### src/rtl/hns_pkg.sv
// Shared definitions for the HNS window aggregator.
// Contents:
//   HASH_W, METRIC_W  widths of the hash and of each HNS metric
//   agg_state_e       aggregator FSM encodings (visible on the agg_state debug port)
//   umax              unsigned max of two metrics
package hns_pkg;

  localparam int HASH_W   = 256;
  localparam int METRIC_W = 32;
  localparam int STATE_W  = 3;

  typedef enum logic [STATE_W-1:0] {
    AGG_IDLE    = 3'd0,
    AGG_ARM     = 3'd1,
    AGG_WAIT    = 3'd2,
    AGG_RELEASE = 3'd3,
    AGG_ACCUM   = 3'd4,
    AGG_EMIT    = 3'd5
  } agg_state_e;

  function automatic logic [METRIC_W-1:0] umax(input logic [METRIC_W-1:0] a,
                                               input logic [METRIC_W-1:0] b);
    logic [METRIC_W-1:0] r;
    if (a > b) begin
      r = a;
    end else begin
      r = b;
    end
    return r;
  endfunction

endpackage

### src/rtl/hns_metric_accum.sv
// Window accumulator for one HNS metric.
// Ports:
//   clk, reset_n  clock / async active-low reset
//   clear         zero the accumulator (wins over add_en)
//   add_en        add din into the accumulator this cycle
//   din           unsigned metric sample
//   acc           running sum; WINDOW_LOG2 guard bits so a full window never overflows
module hns_metric_accum
  import hns_pkg::*;
#(
  parameter int WINDOW_LOG2 = 4
) (
  input  logic                            clk,
  input  logic                            reset_n,
  input  logic                            clear,
  input  logic                            add_en,
  input  logic [METRIC_W-1:0]             din,
  output logic [METRIC_W+WINDOW_LOG2-1:0] acc
);

  localparam int ACC_W = METRIC_W + WINDOW_LOG2;

  logic [ACC_W-1:0] acc_d;
  logic [ACC_W-1:0] acc_q;

  // Next accumulator value: clear, add or hold.
  always_comb begin
    acc_d = acc_q;
    if (clear) begin
      acc_d = '0;
    end else if (add_en) begin
      acc_d = acc_q + {{WINDOW_LOG2{1'b0}}, din};
    end else begin
      acc_d = acc_q;
    end
  end

  // Accumulator register.
  always_ff @(posedge clk or negedge reset_n) begin
    if (!reset_n) begin
      acc_q <= '0;
    end else begin
      acc_q <= acc_d;
    end
  end

  assign acc = acc_q;

endmodule

### src/rtl/hns_window_aggregator.sv
// Sequencer and windowed statistics stage around the HNS converter.
// Takes one hash at a time (valid/ready), runs one HNS conversion per hash,
// averages the four returned metrics over 2^WINDOW_LOG2 good samples and
// raises emergence after PERSIST consecutive windows with mean phi >= PHI_THRESH.
// Ports:
//   hash_valid/hash_ready/hash_data   upstream hash handshake
//   hns_hash/hns_enable               request to the HNS converter (hash held while enabled)
//   hns_valid/hns_energy/.../hns_coherence  converter result
//   win_valid                         one-cycle pulse when win_* are updated
//   win_energy/entropy/phi/coherence  window means (truncated)
//   win_max_phi                       max phi within the window
//   emergence                         sustained high mean phi
//   timeout_err                       sticky: a conversion timed out
//   agg_state                         FSM state for debug
module hns_window_aggregator
  import hns_pkg::*;
#(
  parameter int          WINDOW_LOG2 = 4,
  parameter logic [31:0] PHI_THRESH  = 32'h0080_0000,
  parameter int          PERSIST     = 3,
  parameter int          TIMEOUT     = 64
) (
  input  logic                clk,
  input  logic                reset_n,
  input  logic                hash_valid,
  output logic                hash_ready,
  input  logic [HASH_W-1:0]   hash_data,
  output logic [HASH_W-1:0]   hns_hash,
  output logic                hns_enable,
  input  logic                hns_valid,
  input  logic [METRIC_W-1:0] hns_energy,
  input  logic [METRIC_W-1:0] hns_entropy,
  input  logic [METRIC_W-1:0] hns_phi,
  input  logic [METRIC_W-1:0] hns_coherence,
  output logic                win_valid,
  output logic [METRIC_W-1:0] win_energy,
  output logic [METRIC_W-1:0] win_entropy,
  output logic [METRIC_W-1:0] win_phi,
  output logic [METRIC_W-1:0] win_coherence,
  output logic [METRIC_W-1:0] win_max_phi,
  output logic                emergence,
  output logic                timeout_err,
  output logic [STATE_W-1:0]  agg_state
);

  localparam int ACC_W = METRIC_W + WINDOW_LOG2;
  localparam int TMR_W = $clog2(TIMEOUT) + 1;
  localparam logic [TMR_W-1:0]       TMR_LAST  = TMR_W'(TIMEOUT - 1);
  localparam logic [TMR_W-1:0]       TMR_MAX   = {TMR_W{1'b1}};
  localparam logic [TMR_W-1:0]       TMR_ONE   = TMR_W'(1);
  localparam logic [WINDOW_LOG2-1:0] CNT_LAST  = {WINDOW_LOG2{1'b1}};
  localparam logic [WINDOW_LOG2-1:0] CNT_ONE   = WINDOW_LOG2'(1);
  localparam logic [3:0]             PERSIST_V = 4'(PERSIST);

  agg_state_e state_d, state_q;
  logic [HASH_W-1:0]      hash_d, hash_q;
  logic                   hash_ready_d, hash_ready_q;
  logic                   hns_enable_d, hns_enable_q;
  logic [TMR_W-1:0]       timer_d, timer_q;
  logic                   sample_ok_d, sample_ok_q;
  logic [METRIC_W-1:0]    cap_energy_d, cap_energy_q;
  logic [METRIC_W-1:0]    cap_entropy_d, cap_entropy_q;
  logic [METRIC_W-1:0]    cap_phi_d, cap_phi_q;
  logic [METRIC_W-1:0]    cap_coherence_d, cap_coherence_q;
  logic [WINDOW_LOG2-1:0] count_d, count_q;
  logic [METRIC_W-1:0]    max_phi_d, max_phi_q;
  logic                   win_valid_d, win_valid_q;
  logic [METRIC_W-1:0]    win_energy_d, win_energy_q;
  logic [METRIC_W-1:0]    win_entropy_d, win_entropy_q;
  logic [METRIC_W-1:0]    win_phi_d, win_phi_q;
  logic [METRIC_W-1:0]    win_coherence_d, win_coherence_q;
  logic [METRIC_W-1:0]    win_max_phi_d, win_max_phi_q;
  logic [3:0]             pcnt_d, pcnt_q;
  logic                   emergence_d, emergence_q;
  logic                   timeout_err_d, timeout_err_q;

  logic                   acc_clear_s;
  logic                   acc_add_s;
  logic [ACC_W-1:0]       acc_energy_s, acc_entropy_s, acc_phi_s, acc_coherence_s;
  logic [METRIC_W-1:0]    mean_phi_s;

  hns_metric_accum #(.WINDOW_LOG2(WINDOW_LOG2)) u_acc_energy (
    .clk(clk), .reset_n(reset_n), .clear(acc_clear_s), .add_en(acc_add_s),
    .din(cap_energy_q), .acc(acc_energy_s));
  hns_metric_accum #(.WINDOW_LOG2(WINDOW_LOG2)) u_acc_entropy (
    .clk(clk), .reset_n(reset_n), .clear(acc_clear_s), .add_en(acc_add_s),
    .din(cap_entropy_q), .acc(acc_entropy_s));
  hns_metric_accum #(.WINDOW_LOG2(WINDOW_LOG2)) u_acc_phi (
    .clk(clk), .reset_n(reset_n), .clear(acc_clear_s), .add_en(acc_add_s),
    .din(cap_phi_q), .acc(acc_phi_s));
  hns_metric_accum #(.WINDOW_LOG2(WINDOW_LOG2)) u_acc_coherence (
    .clk(clk), .reset_n(reset_n), .clear(acc_clear_s), .add_en(acc_add_s),
    .din(cap_coherence_q), .acc(acc_coherence_s));

  // Dividing by the power-of-two window is just dropping the guard bits.
  assign mean_phi_s = acc_phi_s[ACC_W-1:WINDOW_LOG2];

  // Next-state and datapath control for the sequencer FSM.
  always_comb begin
    state_d         = state_q;
    hash_d          = hash_q;
    timer_d         = timer_q;
    sample_ok_d     = sample_ok_q;
    cap_energy_d    = cap_energy_q;
    cap_entropy_d   = cap_entropy_q;
    cap_phi_d       = cap_phi_q;
    cap_coherence_d = cap_coherence_q;
    count_d         = count_q;
    max_phi_d       = max_phi_q;
    win_valid_d     = 1'b0;
    win_energy_d    = win_energy_q;
    win_entropy_d   = win_entropy_q;
    win_phi_d       = win_phi_q;
    win_coherence_d = win_coherence_q;
    win_max_phi_d   = win_max_phi_q;
    pcnt_d          = pcnt_q;
    emergence_d     = emergence_q;
    timeout_err_d   = timeout_err_q;
    acc_clear_s     = 1'b0;
    acc_add_s       = 1'b0;

    case (state_q)
      AGG_IDLE: begin
        if (hash_valid && hash_ready_q) begin
          hash_d  = hash_data;
          state_d = AGG_ARM;
        end else begin
          state_d = AGG_IDLE;
        end
      end
      AGG_ARM: begin
        timer_d = '0;
        state_d = AGG_WAIT;
      end
      AGG_WAIT: begin
        if (timer_q != TMR_MAX) begin
          timer_d = timer_q + TMR_ONE;
        end else begin
          timer_d = timer_q;
        end
        // A result arriving on the last allowed cycle still counts.
        if (hns_valid) begin
          cap_energy_d    = hns_energy;
          cap_entropy_d   = hns_entropy;
          cap_phi_d       = hns_phi;
          cap_coherence_d = hns_coherence;
          sample_ok_d     = 1'b1;
          state_d         = AGG_RELEASE;
        end else if (timer_q == TMR_LAST) begin
          timeout_err_d = 1'b1;
          sample_ok_d   = 1'b0;
          state_d       = AGG_RELEASE;
        end else begin
          state_d = AGG_WAIT;
        end
      end
      AGG_RELEASE: begin
        // Wait for the converter to drop valid so one result is counted once.
        if (hns_valid) begin
          state_d = AGG_RELEASE;
        end else if (sample_ok_q) begin
          state_d = AGG_ACCUM;
        end else begin
          state_d = AGG_IDLE;
        end
      end
      AGG_ACCUM: begin
        acc_add_s = 1'b1;
        max_phi_d = umax(max_phi_q, cap_phi_q);
        count_d   = count_q + CNT_ONE;
        if (count_q == CNT_LAST) begin
          state_d = AGG_EMIT;
        end else begin
          state_d = AGG_IDLE;
        end
      end
      AGG_EMIT: begin
        win_energy_d    = acc_energy_s[ACC_W-1:WINDOW_LOG2];
        win_entropy_d   = acc_entropy_s[ACC_W-1:WINDOW_LOG2];
        win_phi_d       = mean_phi_s;
        win_coherence_d = acc_coherence_s[ACC_W-1:WINDOW_LOG2];
        win_max_phi_d   = max_phi_q;
        win_valid_d     = 1'b1;
        acc_clear_s     = 1'b1;
        max_phi_d       = '0;
        if (mean_phi_s >= PHI_THRESH) begin
          if (pcnt_q >= PERSIST_V) begin
            pcnt_d = PERSIST_V;
          end else begin
            pcnt_d = pcnt_q + 4'd1;
          end
          if (pcnt_d == PERSIST_V) begin
            emergence_d = 1'b1;
          end else begin
            emergence_d = 1'b0;
          end
        end else begin
          pcnt_d      = 4'd0;
          emergence_d = 1'b0;
        end
        state_d = AGG_IDLE;
      end
      default: begin
        state_d = AGG_IDLE;
      end
    endcase

    // Handshake and enable are registered copies of the next state.
    hash_ready_d = (state_d == AGG_IDLE);
    hns_enable_d = (state_d == AGG_WAIT);
  end

  // State, datapath and output registers.
  always_ff @(posedge clk or negedge reset_n) begin
    if (!reset_n) begin
      state_q         <= AGG_IDLE;
      hash_q          <= '0;
      hash_ready_q    <= 1'b0;
      hns_enable_q    <= 1'b0;
      timer_q         <= '0;
      sample_ok_q     <= 1'b0;
      cap_energy_q    <= '0;
      cap_entropy_q   <= '0;
      cap_phi_q       <= '0;
      cap_coherence_q <= '0;
      count_q         <= '0;
      max_phi_q       <= '0;
      win_valid_q     <= 1'b0;
      win_energy_q    <= '0;
      win_entropy_q   <= '0;
      win_phi_q       <= '0;
      win_coherence_q <= '0;
      win_max_phi_q   <= '0;
      pcnt_q          <= 4'd0;
      emergence_q     <= 1'b0;
      timeout_err_q   <= 1'b0;
    end else begin
      state_q         <= state_d;
      hash_q          <= hash_d;
      hash_ready_q    <= hash_ready_d;
      hns_enable_q    <= hns_enable_d;
      timer_q         <= timer_d;
      sample_ok_q     <= sample_ok_d;
      cap_energy_q    <= cap_energy_d;
      cap_entropy_q   <= cap_entropy_d;
      cap_phi_q       <= cap_phi_d;
      cap_coherence_q <= cap_coherence_d;
      count_q         <= count_d;
      max_phi_q       <= max_phi_d;
      win_valid_q     <= win_valid_d;
      win_energy_q    <= win_energy_d;
      win_entropy_q   <= win_entropy_d;
      win_phi_q       <= win_phi_d;
      win_coherence_q <= win_coherence_d;
      win_max_phi_q   <= win_max_phi_d;
      pcnt_q          <= pcnt_d;
      emergence_q     <= emergence_d;
      timeout_err_q   <= timeout_err_d;
    end
  end

  assign hash_ready    = hash_ready_q;
  assign hns_hash      = hash_q;
  assign hns_enable    = hns_enable_q;
  assign win_valid     = win_valid_q;
  assign win_energy    = win_energy_q;
  assign win_entropy   = win_entropy_q;
  assign win_phi       = win_phi_q;
  assign win_coherence = win_coherence_q;
  assign win_max_phi   = win_max_phi_q;
  assign emergence     = emergence_q;
  assign timeout_err   = timeout_err_q;
  assign agg_state     = state_q;

endmodule
### config.mk
export PLATFORM = sky130hd
export DESIGN_NAME = hns_window_aggregator
export DESIGN_NICKNAME = d
export VERILOG_FILES = /design/src/rtl/hns_pkg.sv /design/src/rtl/hns_metric_accum.sv /design/src/rtl/hns_window_aggregator.sv
export SDC_FILE = /design/constraint.sdc
export NUM_CORES = 2
export LEC_CHECK = 0
export ABC_AREA = 1
export BUFFER_PORTS_ARGS = -buffer_cell sky130_fd_sc_hd__buf_2
export CAP_MARGIN = 20
export CORE_ASPECT_RATIO = 0.9
export CORE_MARGIN = 2
export CORE_UTILIZATION = 38
export CTS_BUF_LIST = sky130_fd_sc_hd__clkbuf_4 sky130_fd_sc_hd__clkbuf_8 sky130_fd_sc_hd__clkbuf_16
export CTS_CLUSTER_DIAMETER = 200
export DETAILED_ROUTE_END_ITERATION = 16
export GPL_ROUTABILITY_DRIVEN = 0
export PLACE_DENSITY = 0.57
export SLEW_MARGIN = 40
export SYNTH_ARGS = -nofsm -noshare
export SYNTH_HDL_FRONTEND = slang
export SYNTH_SLANG_ARGS = --single-unit
### constraint.sdc
create_clock -name clk -period 4.3 [get_ports clk]
set_clock_uncertainty 0.2 [all_clocks]
set_input_delay 0.43 -clock clk [delete_from_list [all_inputs] [get_ports clk]]
set_output_delay 0.43 -clock clk [all_outputs]
set_load 0.01 [all_outputs]
==> metrics.md <==
| Metric | Value |
|---|---|
| Minimum clock period | 2.70 ns |
| Switch share | 45.4% |
| Worst Slack Setup Final | 1.60 ns |
| Setup TNS Final | 0 ns |
| Post-synth net total | 5,346 |
| Post-Synthesis Cells | 4,791 |
| Outcome | finished clean |
| Initial antenna violation count | 16 |
| F_max | 0.370 GHz |
| YS warnings | 0 |
| Critical path data required time | 4.62 ns |
| Via count | 36,299 |
| Routed WL per cell | 19.8 um |
| Register bit total from synthesis | 744 |
| Mapped Area | 37,600 um2 |
| Largest area contributor in the netlist | dfrtp_1 |
| Worst slew pin tran | 0.738 ns |
| CTS root buf | clkbuf_16 |
| Crit path max fanout | 32 |
| Port Buf Inserts | 811 |
| Max_cap viols | 0 |
| Endpoint type of the worst setup path | flop |
| Placed cell area | 43,000 um2 |
| Post-CTS Resized | 0 |
| Initial DRC Count | 3,293 |
| Cell Int Power | 21.0 mW |
| Clk buf depth | 3 |
| Pre-CTS setup slack | 1.44 ns |
| Num CTS Buffers | 85 |
| HP Class | input port to flop |
| Psw | 17.5 mW |
| CTS tree | done |
| Insertion delay to the later sink of the worst-skew pair | 0.66 ns |
| Fin nets | 6,521 |
| Initial Utilization | 38.3% |
| Sink Count | 744 |
| First-pass GRT wire length | 215,000 um |
| Largest net degree at the start of global routing | 192 |
| Setup crit start kind | flop |
| Gate power share | 47.7% |
| All-Layer GR Usage | 27.8% |
| Pwr dens | 771 nW/um2 |
| DRC errors left | 0 |
| Filler cells | 9,518 |
| Distinct cells, synth | 43 |
| Main area contributors after synthesis | dfrtp_1 50%, nand2_1 20%, ha_1 5.4%, inv_1 4.2%, nor2_1 3.3% |
| Post-Layout Inst Area | 49,800 um2 |
| Io pins | 812 |
| Die X | 336 um |
| Clock H-tree levels | 3 |
| Final setup vio count | 0 |
| Sequential share of the synthesized area | 49.5% |
| Fraction of layout cells with a size suffix above 1 | 18.7% |
| Final Hold Fails | 0 |
| Max VDD drop | 0.376 mV |
| DRT antenna net count | 0 |
| Die Height | 302 um |
| Rel. slew slack | 50.6% |
| Number of global-route vias before repair | 35,035 |
| Core Box Area | 98,200 um2 |
| Avg Inst Size Synth | 7.85 um2 |
| CTS clk-pin slew, worst paths | 0.06 ns |
| Setup Crit Path Kind | flop to flop |
| Grt ovf | 0 |
| DPL Wire Length | 109,000 um |
| Share of the synthesized area in the top cell type | 49.5% |
| CP arrival | 3.02 ns |
| Fin crit share | 62.8% |
| Leak | 27.3 nW |
| DR pass1 iterations | 9 |
| Final Max Tran Viols | 0 |
| Area of the multi-input gates | 16,700 um2 |
| Seq pwr share | 32.8% |
| FF+latch area | 18,600 um2 |
| Die area | 101,000 um2 |
| RSZ-0062 raised after global routing | false |
| Clock power share | 19.5% |
| Cell Rows | 109 |
| Drt total wl | 145,000 um |
| Area Growth Syn to Fin | 32.5% |
| Via density per instance | 4.96 |
## metal layers
metal	up-vias	wire length, um	part of all wire [%]	GRT usage [%]
li1	17535	-	-	-
met1	17178	67200	46	40.3
met2	1328	60600	42	39.8
met3	242	13900	9.6	9.45
met4	16	3210	2.2	6.49
met5	-	150	0.10	0
## state kept, by name, summed over array words and instances, names as in the netlist, 36 cells and up
| register | cells |
|---|---|
| hns_hash | 256 |
| u_acc_energy.acc | 36 |
| u_acc_coherence.acc | 36 |
| u_acc_entropy.acc | 36 |
| u_acc_phi.acc | 36 |
## timing repair
| item | CTS | global route |
|---|---|---|
| hold buffers | 385 | 0 |
| buffers inserted | 0 | 0 |
| hold endpoints to repair | 795 | 0 |
## metrics by stage
step | instances | power [mW] | hold slack, ns | util (%)
global route | 7312 | 41.4 | 0.0281 | 50.7
finish | 7313 | 38.4 | 0.0284 | 50.7
floorplan | 4791 | 23.4 | -0.0656 | -
global placement | 6767 | 30.1 | 0.249 | 43.8
detailed placement | 6769 | 30.3 | 0.207 | 43.8
CTS | 7307 | 38.3 | 0.0216 | 50.7
## cell usage after synthesis
| library cell | instances |
|---|---|
| a21boi_0 | 14 |
| a21o_1 | 5 |
| a21oi_1 | 239 |
| a22o_1 | 4 |
| a31o_2 | 1 |
| a31oi_1 | 1 |
| and2_1 | 8 |
| and3_1 | 1 |
| buf_1 | 12 |
| buf_2 | 68 |
| buf_4 | 11 |
| buf_6 | 3 |
| clkbuf_1 | 57 |
| dfrtp_1 | 744 |
| fa_1 | 4 |
| ha_1 | 163 |
| inv_1 | 419 |
| inv_2 | 10 |
| mux2_2 | 94 |
| nand2_1 | 2028 |
| nand2_2 | 3 |
| nand2_4 | 1 |
| nand3_1 | 155 |
| nand3b_1 | 32 |
| nand4_1 | 11 |
| nor2_1 | 331 |
| nor2_2 | 1 |
| nor2_4 | 2 |
| nor2b_1 | 1 |
| nor3_1 | 44 |
| nor3_2 | 1 |
| nor3b_2 | 1 |
| nor4_1 | 6 |
| o21a_1 | 3 |
| o21ai_0 | 228 |
| o21ai_1 | 15 |
| o21bai_1 | 20 |
| o22ai_1 | 29 |
| o31ai_1 | 4 |
| o32ai_1 | 1 |
| or2_2 | 5 |
| xnor2_1 | 2 |
| xor2_1 | 9 |
## path summary, 6_finish.rpt
kind                                                from                            end  slack, ns  cells past startpoint
setup / recovery                cap_phi_q[7]$_DFFE_PN0P_      max_phi_q[16]$_DFFE_PN0P_       1.60                     11
hold / removal                             hash_data[54]       hns_hash[54]$_DFFE_PN0P_       0.03                      3
setup reg to reg                cap_phi_q[7]$_DFFE_PN0P_      max_phi_q[16]$_DFFE_PN0P_       1.60                     11
hold reg to reg            win_coherence[25]$_DFFE_PN0P_  win_coherence[25]$_DFFE_PN0P_       0.26                      2
max in group asynchronous                        reset_n       hns_hash[12]$_DFFE_PN0P_       2.46                      4
min in group asynchronous                        reset_n      win_energy[0]$_DFFE_PN0P_       0.12                      2
## power by group through the flow
stage | Combinational, mW | Clock (mW) | Sequential (mW)
after floorplan | 10.8 | 0 | 12.6
after global placement | 17.5 | 0 | 12.5
after detailed placement | 17.7 | 0 | 12.6
after CTS | 18.1 | 7.65 | 12.5
after global routing | 20.6 | 7.94 | 12.9
final | 18.3 | 7.49 | 12.6
## placed cells by master, fill, tap and decap left out, types with 5 or more instances in the layout
master	n
dlygate4sd3_1	385
clkbuf_4	13
clkbuf_8	8
o22ai_1	29
nor2_1	331
a21boi_0	14
nand2_1	2028
dfrtp_1	744
clkbuf_16	85
o21ai_1	15
inv_2	7
nand3_1	155
clkinv_2	20
nor3_1	44
ha_1	163
buf_12	10
xor2_1	9
a21oi_1	239
mux2_2	94
and2_1	8
diode_2	5
o21ai_0	228
buf_4	29
a21o_1	5
clkinvlp_4	9
buf_2	810
nand4_1	11
bufinv_16	7
o21bai_1	20
nand3b_1	32
clkinv_4	6
or2_2	5
nor4_1	6
inv_1	419
## layout make-up
| class | count | share of cell area (%) |
|---|---|---|
| well taps | 1276 | 3.20 |
| flip-flops and latches | 744 | 37.4 |
| inverters | 429 | 3.27 |
| diodes | 5 | 0.0251 |
| repair buffers | 1239 | 16.9 |
| multi-input cells | 3467 | 33.4 |
| clock inverters | 47 | 1.07 |
| clock buffers | 106 | 4.69 |
## critical path, stage by stage, from the launching register on
cell and delay, ns:
dfrtp_1 0.37, inv_1 0.07, ha_1 0.29, nand2_1 0.07, nor2_1 0.14, nand4_1 0.17, nor2b_1 0.33, a21oi_1 0.13
nand2_2 0.10, nand2_2 0.42, nand2_1 0.19, nand2_1 0.07
## kinds of logic after synthesis
family,after synthesis,synth area share [%]
AOI/OAI and AO/OA,564,7.98
xor gates and xnor gates,11,0.256
adders and majority gates,167,5.64
buffers and inverters,580,6.19
DFF,744,49.5
muxes,94,2.82
and+or+nand+nor,2631,27.6
Note: power is estimated with default switching activity, not from simulation.
